### src/rtl/sd_arb_pkg.sv
// Shared types and constants for the SD sector-link arbiter.
package sd_arb_pkg;

    typedef enum logic [1:0] {
        IDLE  = 2'd0,
        ISSUE = 2'd1,
        XFER  = 2'd2,
        DONE  = 2'd3
    } sd_arb_state_t;

    localparam int   LBA_W           = 32;
    localparam int   BYTE_W          = 8;
    localparam int   MAX_REQ         = 4;
    localparam logic REQ_ERR_DEFAULT = 1'b0;

    // Round-robin successor of a client index, wrapping at num_req.
    function automatic logic [1:0] rr_next(input logic [1:0] idx, input int num_req);
        return (int'(idx) == num_req - 1) ? 2'd0 : idx + 2'd1;
    endfunction

endpackage

### src/rtl/sd_arb_sync.sv
// Two-flop synchroniser for a single asynchronous level, reset to 0.
module sd_arb_sync (
    input  logic clk,
    input  logic reset_n,
    input  logic d,
    output logic q
);

    logic meta;

    // Two-stage capture of the asynchronous input.
    always_ff @(posedge clk or negedge reset_n) begin
        if (!reset_n) begin
            meta <= 1'b0;
            q    <= 1'b0;
        end else begin
            meta <= d;
            q    <= meta;
        end
    end

endmodule

### src/rtl/sd_io_arbiter.sv
// Round-robin arbiter sharing one user_io SD sector link between NUM_REQ clients.
// Optional build macro SD_ARB_TIMEOUT_EN adds an ISSUE-state timeout abort that
// reports through req_err; without it ISSUE waits indefinitely for io_ack.
//
// state | meaning
// IDLE  | no grant; pick the next requester starting at rr_ptr
// ISSUE | io_rd/io_wr asserted, waiting for synchronised io_ack to rise
// XFER  | sector data moving; strobes routed to the granted client
// DONE  | req_done pulse to the granted client, advance rr_ptr, release grant
module sd_io_arbiter
    import sd_arb_pkg::*;
#(
    parameter int          NUM_REQ        = 2,
    parameter logic [23:0] TIMEOUT_CYCLES = 24'hFFFFFF
) (
    input  logic                      clk,
    input  logic                      reset_n,
    input  logic [NUM_REQ-1:0]        req_rd,
    input  logic [NUM_REQ-1:0]        req_wr,
    input  logic [LBA_W*NUM_REQ-1:0]  req_lba,
    input  logic [BYTE_W*NUM_REQ-1:0] req_dout,
    output logic [NUM_REQ-1:0]        req_done,
    output logic [NUM_REQ-1:0]        req_err,
    output logic [NUM_REQ-1:0]        req_din_strobe,
    output logic [NUM_REQ-1:0]        req_dout_strobe,
    output logic [LBA_W-1:0]          io_lba,
    output logic                      io_rd,
    output logic                      io_wr,
    input  logic                      io_ack,
    input  logic                      io_din_strobe,
    input  logic                      io_dout_strobe,
    output logic [BYTE_W-1:0]         io_dout
);

    if (NUM_REQ < 2 || NUM_REQ > MAX_REQ || TIMEOUT_CYCLES == 24'd0) begin : g_bad_param
        $error("sd_io_arbiter: NUM_REQ must be 2..4 and TIMEOUT_CYCLES nonzero");
    end

    sd_arb_state_t       state, state_nxt;
    logic                grant_vld, grant_vld_nxt;
    logic [1:0]          grant_idx, grant_idx_nxt;
    logic [1:0]          rr_ptr, rr_ptr_nxt;
    logic [LBA_W-1:0]    lba_nxt;
    logic                rd_nxt, wr_nxt;
    logic                ack_s, ack_q, ack_rise, ack_fall;
    logic                win_vld;
    logic [1:0]          win_idx, cand;
    logic [NUM_REQ-1:0]  grant_oh;

    // Client inputs padded to MAX_REQ so a 2-bit index is always in range.
    logic [MAX_REQ-1:0]  rd_pad, wr_pad;
    logic [LBA_W-1:0]    lba_pad  [MAX_REQ];
    logic [BYTE_W-1:0]   dout_pad [MAX_REQ];

    for (genvar i = 0; i < MAX_REQ; i++) begin : g_pad
        if (i < NUM_REQ) begin : g_on
            assign rd_pad[i]   = req_rd[i];
            assign wr_pad[i]   = req_wr[i];
            assign lba_pad[i]  = req_lba[LBA_W*i +: LBA_W];
            assign dout_pad[i] = req_dout[BYTE_W*i +: BYTE_W];
        end else begin : g_off
            assign rd_pad[i]   = 1'b0;
            assign wr_pad[i]   = 1'b0;
            assign lba_pad[i]  = '0;
            assign dout_pad[i] = '0;
        end
    end

    sd_arb_sync u_ack_sync (
        .clk     (clk),
        .reset_n (reset_n),
        .d       (io_ack),
        .q       (ack_s)
    );

    // Edge-detect history for the synchronised acknowledge.
    always_ff @(posedge clk or negedge reset_n) begin
        if (!reset_n) ack_q <= 1'b0;
        else          ack_q <= ack_s;
    end

    assign ack_rise = ack_s & ~ack_q;
    assign ack_fall = ~ack_s & ack_q;

    // First requesting client at or after rr_ptr, wrapping modulo NUM_REQ.
    always_comb begin
        win_vld = 1'b0;
        win_idx = 2'd0;
        cand    = rr_ptr;
        for (int k = 0; k < NUM_REQ; k++) begin
            cand = 2'((int'(rr_ptr) + k) % NUM_REQ);
            if (!win_vld && (rd_pad[cand] || wr_pad[cand])) begin
                win_vld = 1'b1;
                win_idx = cand;
            end
        end
    end

    // One-hot view of the current grant; all zero while nobody holds the link.
    always_comb begin
        grant_oh = '0;
        for (int i = 0; i < NUM_REQ; i++) begin
            grant_oh[i] = grant_vld && (grant_idx == 2'(i));
        end
    end

    // Strobes reach only the granted client, so IDLE-time config uploads stay private.
    assign req_din_strobe  = grant_oh & {NUM_REQ{io_din_strobe}};
    assign req_dout_strobe = grant_oh & {NUM_REQ{io_dout_strobe}};
    assign io_dout         = grant_vld ? dout_pad[grant_idx] : {BYTE_W{1'b1}};
    assign req_done        = (state == DONE) ? grant_oh : '0;

`ifdef SD_ARB_TIMEOUT_EN
    localparam logic [23:0] TO_LOAD = TIMEOUT_CYCLES - 24'd1;

    logic [23:0] to_cnt;
    logic        to_hit;
    logic        err_q;

    // Down-counter reloaded outside ISSUE; terminal count aborts the request.
    always_ff @(posedge clk or negedge reset_n) begin
        if (!reset_n)              to_cnt <= TO_LOAD;
        else if (state == ISSUE)   to_cnt <= to_cnt - 24'd1;
        else                       to_cnt <= TO_LOAD;
    end

    assign to_hit = (state == ISSUE) && (to_cnt == 24'd0);

    // Remember that the coming DONE is an abort rather than a normal completion.
    always_ff @(posedge clk or negedge reset_n) begin
        if (!reset_n)             err_q <= 1'b0;
        else if (state == ISSUE)  err_q <= to_hit & ~ack_rise;
        else if (state == DONE)   err_q <= 1'b0;
    end

    assign req_err = (state == DONE && err_q) ? grant_oh : {NUM_REQ{REQ_ERR_DEFAULT}};
`else
    assign req_err = {NUM_REQ{REQ_ERR_DEFAULT}};
`endif

    // FSM state register.
    always_ff @(posedge clk or negedge reset_n) begin
        if (!reset_n) state <= IDLE;
        else          state <= state_nxt;
    end

    // Grant, pointer and io request registers.
    always_ff @(posedge clk or negedge reset_n) begin
        if (!reset_n) begin
            grant_vld <= 1'b0;
            grant_idx <= 2'd0;
            rr_ptr    <= 2'd0;
            io_lba    <= '0;
            io_rd     <= 1'b0;
            io_wr     <= 1'b0;
        end else begin
            grant_vld <= grant_vld_nxt;
            grant_idx <= grant_idx_nxt;
            rr_ptr    <= rr_ptr_nxt;
            io_lba    <= lba_nxt;
            io_rd     <= rd_nxt;
            io_wr     <= wr_nxt;
        end
    end

    // Next-state and next-register logic; write wins when a client asks for both.
    always_comb begin
        state_nxt     = state;
        grant_vld_nxt = grant_vld;
        grant_idx_nxt = grant_idx;
        rr_ptr_nxt    = rr_ptr;
        lba_nxt       = io_lba;
        rd_nxt        = io_rd;
        wr_nxt        = io_wr;
        case (state)
            IDLE: begin
                if (win_vld) begin
                    grant_vld_nxt = 1'b1;
                    grant_idx_nxt = win_idx;
                    lba_nxt       = lba_pad[win_idx];
                    wr_nxt        = wr_pad[win_idx];
                    rd_nxt        = rd_pad[win_idx] & ~wr_pad[win_idx];
                    state_nxt     = ISSUE;
                end
            end
            ISSUE: begin
                if (ack_rise) begin
                    rd_nxt    = 1'b0;
                    wr_nxt    = 1'b0;
                    state_nxt = XFER;
                end
`ifdef SD_ARB_TIMEOUT_EN
                else if (to_hit) begin
                    rd_nxt    = 1'b0;
                    wr_nxt    = 1'b0;
                    state_nxt = DONE;
                end
`endif
            end
            XFER: begin
                if (ack_fall) state_nxt = DONE;
            end
            DONE: begin
                grant_vld_nxt = 1'b0;
                rr_ptr_nxt    = rr_next(grant_idx, NUM_REQ);
                state_nxt     = IDLE;
            end
            default: state_nxt = IDLE;
        endcase
    end

endmodule

### config.mk
export PLATFORM = sky130hd
export DESIGN_NAME = sd_io_arbiter
export DESIGN_NICKNAME = d
export VERILOG_FILES = /design/src/rtl/sd_arb_pkg.sv /design/src/rtl/sd_arb_sync.sv /design/src/rtl/sd_io_arbiter.sv
export SDC_FILE = /design/constraint.sdc
export NUM_CORES = 1
export LEC_CHECK = 0
export ABC_AREA = 1
export CAP_MARGIN = 10
export CORE_ASPECT_RATIO = 0.75
export CORE_MARGIN = 10
export CORE_UTILIZATION = 42
export CTS_BUF_LIST = sky130_fd_sc_hd__clkbuf_2 sky130_fd_sc_hd__clkbuf_4 sky130_fd_sc_hd__clkbuf_8
export CTS_CLUSTER_SIZE = 40
export DETAILED_ROUTE_END_ITERATION = 8
export GPL_TIMING_DRIVEN = 1
export PLACE_DENSITY = 0.88
export SYNTH_ARGS = -nofsm -noshare
export SYNTH_HDL_FRONTEND = slang
export SYNTH_HIERARCHICAL = 1
export SYNTH_SLANG_ARGS = --single-unit
### constraint.sdc
create_clock -name clk -period 3.18 [get_ports clk]
set_input_delay 0.318 -clock clk [delete_from_list [all_inputs] [get_ports clk]]
set_output_delay 0.318 -clock clk [all_outputs]
set_load 0.05 [all_outputs]
==> results of run 1 <==
-- where the power goes --
part | leakage, nW | switching (mW) | internal [mW] | total [mW]
combinational | 1.32 | 1.78 | 0.854 | 2.63
sequential | 0.516 | 0.140 | 0.781 | 0.921
clock | 0.0579 | 0.178 | 0.231 | 0.409
total | 1.89 | 2.09 | 1.87 | 3.96
-- cell type report --
cell class                      instances  area (um2)  share of cell area (%)
Inverter                               19        71.3                    1.87
Clock inverter                          3        40.0                    1.05
Multi-Input combinational cell        247        1110                    29.2
Timing Repair Buffer                  139        1380                    36.1
Sequential cell                        42        1050                    27.5
Clock buffer                            5        68.8                    1.80
Tap cell                               75        93.8                    2.46
-- how the worst max path moves through the flow --
stage                 startpoint           endpoint  slack, ns  depth (start not counted)
floorplan           grant_idx[0]  req_din_strobe[0]       1.52                          4
global placement     req_dout[8]         io_dout[0]       1.10                          3
detailed placement     req_wr[1]         io_lba[14]       1.03                          8
CTS                 grant_idx[0]         io_dout[1]       0.80                          4
global route        grant_idx[0]         io_dout[1]       0.75                          4
finish              grant_idx[0]         io_dout[1]       0.82                          4
-- registers in the layout, indices dropped and copies added, names as in the netlist --
signal           flops
rr_ptr               1
io_rd                1
ack_q                1
state                2
io_lba              32
io_wr                1
u_ack_sync/q         1
grant_idx            1
u_ack_sync/meta      1
grant_vld            1
-- stage by stage --
| stage | worst slack (ns) | util, % | cells |
|---|---|---|---|
| after floorplan | 1.52 | - | 327 |
| after global placement | 1.10 | 68.6 | 522 |
| after detailed placement | 1.03 | 68.6 | 522 |
| after CTS | 0.803 | 70.6 | 530 |
| after global routing | 0.747 | 70.6 | 530 |
| final | 0.821 | 70.6 | 530 |
-- cells by family (layout without fill, tap and decap cells) --
group | after synthesis | count (layout) | share of synthesized area, %
flip-flops | 42 | 42 | 44.5
AND/OR/NAND/NOR | 223 | 223 | 38.8
adder cells (fa/ha/maj) | 5 | 5 | 2.65
other | 1 | 2 | 0.159
AO/OA/AOI/OAI | 17 | 17 | 5.46
buffers and inverters | 38 | 166 | 8.47
-- worst max-delay path: stages (launching register included) --
cell and delay [ns]:
dfrtp_1 0.37, inv_1 0.06, nand2_1 0.29, o22a_1 0.20, clkdlybuf4s50_1 0.82
-- metal layers --
metal  GRT usage (%)  vias to the layer above  wire (um)
met4            1.96                        0         13
met2            28.9                      102       3780
li1                -                     1264          -
met1            21.5                     1168       3600
met3            6.12                        2        650
met5               0                        -          0
-- cell usage after synthesis, types with 2 or more instances --
master and instances:
buf_2 7, buf_4 7, buf_6 3, clkbuf_1 2, dfrtp_1 42, ha_1 5
inv_1 18, nand2_1 169, nand3_1 36, nand3b_1 5, nor2_1 9, o21ai_0 5
o22a_1 8
==> results.sh, run 1 <==
export IMPL_fin_crit_sh_pct=74.2
export IMPL_insertion_delay_ns=0.29
export IMPL_power_mw=3.96
export IMPL_setup_viol=0
export IMPL_hold_viol=0
export IMPL_slew_headroom_pct=37.8
export IMPL_syn_avg_cell_area_um2=7.25
export IMPL_synth_top_area_cell="dfrtp_1"
export IMPL_cts_tree="yes"
export IMPL_htreeDepth=2
export IMPL_outcome="finished clean"
export IMPL_grt_pass1_wl_um=12900
export IMPL_syn_to_final_growth_pct=61.7
export IMPL_rsz0062_at_grt="no"
export IMPL_fmax_mhz=424
export IMPL_io_pin_count=139
export IMPL_ant_nets=0
export IMPL_core_um2=5410
export IMPL_maxCapViolCount=0
export IMPL_synth_warnings=6
export IMPL_initial_core_util_pct=43.7
export IMPL_ir_drop_mv=0.602
export IMPL_placed_area_um2=3710
export IMPL_cts_buffer_depth=2
export IMPL_critPathLaunchType="flip-flop"
export IMPL_holdBufCountCts=0
export IMPL_die_y_um=85.0
export IMPL_postSynthCellCount=326
export IMPL_final_cell_mix="nand2_1 (169), clkdlybuf4s50_1 (135), dfrtp_1 (42), nand3_1 (36), inv_1 (18)"
export IMPL_fillers=445
export IMPL_crit_type="reg -> out"
export IMPL_drt_iter0_drc=95
export IMPL_synth_cell_types=23
export IMPL_gp_congestion=0.818
export IMPL_drcViolationCount=0
export IMPL_layout_min_cycle_time_ns=2.36
export IMPL_synth_top_cell_area_share_pct=44.5
export IMPL_first_pass_iters=4
export IMPL_final_common_cell="nand2_1"
export IMPL_grt_max_degree=43
export IMPL_dieWidth_um=107
export IMPL_reg2reg_depth=7
export IMPL_timing_critical_path_required_ns=2.86
export IMPL_crit_path_end_kind="output pin"
export IMPL_ctsResizeCount=0
export IMPL_cp_max_fo=11
export IMPL_track_usage_pct=17.3
export IMPL_antenna_found_initial=0
export IMPL_via_per_inst=4.78
export IMPL_synthTopCellsByArea="dfrtp_1 (44%), nand2_1 (27%), nand3_1 (7.6%), o22a_1 (3.0%), inv_1 (2.9%)"
export IMPL_synth_seq_cells=42
export IMPL_clkTransAtPathRegs_ns=0.08
export IMPL_synth_main_ff_cell="dfrtp_1"
export IMPL_final_layout_size_suffix_gt1_share_pct=3.96
export IMPL_skew_ns=0.0108
export IMPL_synth_edf_count=0
export IMPL_nNetsFinal=548
export IMPL_r2r_start="state[0]"
export IMPL_power_leakage_nw=1.89
export IMPL_syn_cell_area_um2=2360
export IMPL_port_buffers=136
export IMPL_cts_root_buf="clkbuf_8"
export IMPL_hold_class="in -> async"
export IMPL_via_count=2536
export IMPL_wirelength_um=8040
export IMPL_rows=23
export IMPL_r2r_slack_ns=1.60
export IMPL_final_max_slew_viol_count=0
export IMPL_cts_setup_buffers=0
export IMPL_holdWs_ns=0.157
export IMPL_worst_pin_slew_ns=0.932
export IMPL_diodes=0
export IMPL_crit_arrival_ns=2.04
export IMPL_grt_ovfl_total=0
export IMPL_cts_num_sinks=42
export IMPL_die_area_um2=9060
export IMPL_avgRoutedWirePerCell_um=15.2
export IMPL_fin_area_um2=3820
export IMPL_p_per_area_nw_per_um2=1040
export IMPL_grt_pass1_vias=2645
export IMPL_final_setup_tns_ns=0
export IMPL_synthArstFlopShare_pct=100
export IMPL_r2r_end="io_rd"
export IMPL_ys_seq_area_share_pct=44.5
export IMPL_dp_hpwl_um=6270
export IMPL_numCtsBuffers=5
No activity file was read; power rests on OpenSTA's default activity.
==> run 2, diff against run 1 <==
--- a/config.mk
+++ b/config.mk
@@ -9,12 +9,12 @@
 export CAP_MARGIN = 10
 export CORE_ASPECT_RATIO = 0.75
 export CORE_MARGIN = 10
-export CORE_UTILIZATION = 42
+export CORE_UTILIZATION = 39
 export CTS_BUF_LIST = sky130_fd_sc_hd__clkbuf_2 sky130_fd_sc_hd__clkbuf_4 sky130_fd_sc_hd__clkbuf_8
 export CTS_CLUSTER_SIZE = 40
 export DETAILED_ROUTE_END_ITERATION = 8
 export GPL_TIMING_DRIVEN = 1
-export PLACE_DENSITY = 0.88
+export PLACE_DENSITY = 0.83
 export SYNTH_ARGS = -nofsm -noshare
 export SYNTH_HDL_FRONTEND = slang
 export SYNTH_HIERARCHICAL = 1
==> constraint.sdc (replaced) <==
create_clock -name clk -period 2.3 [get_ports clk]
set_input_delay 0.23 -clock clk [delete_from_list [all_inputs] [get_ports clk]]
set_output_delay 0.23 -clock clk [all_outputs]
set_load 0.05 [all_outputs]
==> run 2 against run 1 <==
  * Sequential power is 37% higher
  * Cell count is 0.94% higher
  * Hold slack worse by 0.073 ns
  * Power is 37% higher
==> results.sh, run 2 (synthesis gave the netlist of run 1 again) <==
export IMPL_top_register="io_lba"
export IMPL_ir_drop_mv=0.859
export IMPL_p_per_area_nw_per_um2=1410
export IMPL_largest_reg_flops=32
export IMPL_netSwitchingFraction_pct=53.5
export IMPL_crit_path_end_kind="output pin"
export IMPL_hold_class="in -> async"
export IMPL_insertion_delay_ns=0.28
export IMPL_via_per_inst=4.68
export IMPL_final_cell_mix="nand2_1 (169), clkdlybuf4s50_1 (125), dfrtp_1 (42), nand3_1 (36), inv_1 (18)"
export IMPL_io_pin_count=139
export IMPL_cts_setup_buffers=0
export IMPL_holdWs_ns=0.0843
export IMPL_grt_pass1_wl_um=13100
export IMPL_final_max_slew_viol_count=0
export IMPL_worst_pin_slew_ns=0.953
export IMPL_cts_root_buf="clkbuf_8"
export IMPL_dieWidth_um=110
export IMPL_slew_headroom_pct=36.5
export IMPL_antenna_found_initial=0
export IMPL_power_mw=5.41
export IMPL_gp_congestion=0.814
export IMPL_grt_max_degree=43
export IMPL_hold_viol=0
export IMPL_fin_crit_sh_pct=96.1
export IMPL_final_setup_tns_ns=0
export IMPL_wirelength_um=8060
export IMPL_clkTransAtPathRegs_ns=0.08
export IMPL_grt_pass1_vias=2539
export IMPL_die_y_um=87.4
export IMPL_rows=24
export IMPL_htreeDepth=2
export IMPL_cp_max_fo=11
export IMPL_nNetsFinal=550
export IMPL_cts_buffer_depth=2
export IMPL_p_switching_mw=2.90
export IMPL_final_layout_size_suffix_gt1_share_pct=4.38
export IMPL_first_pass_iters=4
export IMPL_rsz0062_at_grt="no"
export IMPL_power_share_clock_pct=9.3
export IMPL_port_buffers=136
export IMPL_finalWorstSetupSlack_ns=0.0898
export IMPL_timing_critical_path_required_ns=2.07
export IMPL_outcome="finished clean"
export IMPL_holdBufCountCts=0
export IMPL_crit_type="reg -> out"
export IMPL_track_usage_pct=16.9
export IMPL_placed_area_um2=3730
export IMPL_final_common_cell="nand2_1"
export IMPL_diodes=0
export IMPL_syn_to_final_growth_pct=62.9
export IMPL_cts_tree="yes"
export IMPL_cp_cell_sequence="inv_1 > nand2_1 > o22a_1 > clkdlybuf4s50_1"
export IMPL_layout_min_cycle_time_ns=2.21
export IMPL_ctsResizeCount=0
export IMPL_critPathLaunchType="flip-flop"
export IMPL_slowest_stage="clkdlybuf4s50_1"
export IMPL_dp_hpwl_um=6240
export IMPL_ant_nets=0
export IMPL_fillers=497
export IMPL_initial_core_util_pct=40.3
export IMPL_drt_iter0_drc=127
export IMPL_p_comb_share_pct=67.5
export IMPL_die_area_um2=9600
export IMPL_skew_ns=0.00762
export IMPL_path_delay_family="buffers and inverters"
export IMPL_worst_path_buf_inv=2
export IMPL_fin_area_um2=3850
export IMPL_cts_num_sinks=42
export IMPL_setup_viol=0
export IMPL_p_int_mw=2.52
export IMPL_pre_cts_slack_ns=0.364
export IMPL_fmax_mhz=452
export IMPL_grt_ovfl_total=0
export IMPL_numCtsBuffers=5
export IMPL_core_um2=5860
export IMPL_via_count=2506
export IMPL_drcViolationCount=0
export IMPL_multi_input_area_um2=1110
export IMPL_avgRoutedWirePerCell_um=15.1
export IMPL_crit_arrival_ns=1.98
export IMPL_p_seq_share_pct=23.2
export IMPL_reg_top3="io_lba x32, state x2"
export IMPL_power_leakage_nw=1.99
export IMPL_regArea_um2=1050
export IMPL_maxCapViolCount=0
export IMPL_cp_slowest_stage_delay_ns=0.80
-- run 2: path summary, 6_finish.rpt --
check / startpoint / end / slack (ns) / depth (start not counted)
min: reset_n / io_lba[1] / 0.08 / 1
min reg2reg: u_ack_sync/meta / u_ack_sync/q / 0.36 / 0
max reg2reg: state[0] / io_rd / 0.73 / 7
min in group clk: u_ack_sync/meta / u_ack_sync/q / 0.36 / 0
max: grant_idx[0] / io_dout[5] / 0.09 / 4
max in group asynchronous: reset_n / io_lba[6] / 1.62 / 1
-- run 2: routing by layer --
metal / GRT usage (%) / part of all wire [%]
met3: 6.73 / 11
met4: 2.48 / 0.27
met1: 20.5 / 42
met5: 0 / 0
met2: 28.0 / 47
-- run 2: power groups by stage --
stage	sequential [mW]	combinational [mW]	clock (mW)
2_1_floorplan	2.25	1.53	0
3_3_place_gp	1.26	3.64	0
3_5_place_dp	1.27	3.70	0
4_1_cts	1.26	3.71	0.516
5_1_grt	1.30	3.95	0.554
6_report	1.26	3.65	0.501
-- run 2: final cells by class --
class | instances | share of cell area, %
Timing Repair Buffer | 141 | 36.9
Multi-Input combinational cell | 247 | 29.0
Sequential cell | 42 | 27.3
Tap cell | 78 | 2.54
Clock buffer | 7 | 2.34
Inverter | 19 | 1.85
Clock inverter | 1 | 0.130
-- run 2: worst reg2reg max path, cell delays in order, from the launching register on --
cell and delay, ns:
dfrtp_1 0.41, inv_1 0.10, ha_1 0.25, nand2_2 0.09, buf_4 0.35, nor2_1 0.10
nand3_1 0.10, nand2_1 0.05
-- run 2: through the flow --
step / utilization (%) / std cells
3_5_place_dp: 63.7 / 527
4_1_cts: 65.3 / 535
2_1_floorplan: - / 327
6_report: 65.7 / 535
3_3_place_gp: 63.7 / 527
5_1_grt: 65.7 / 535
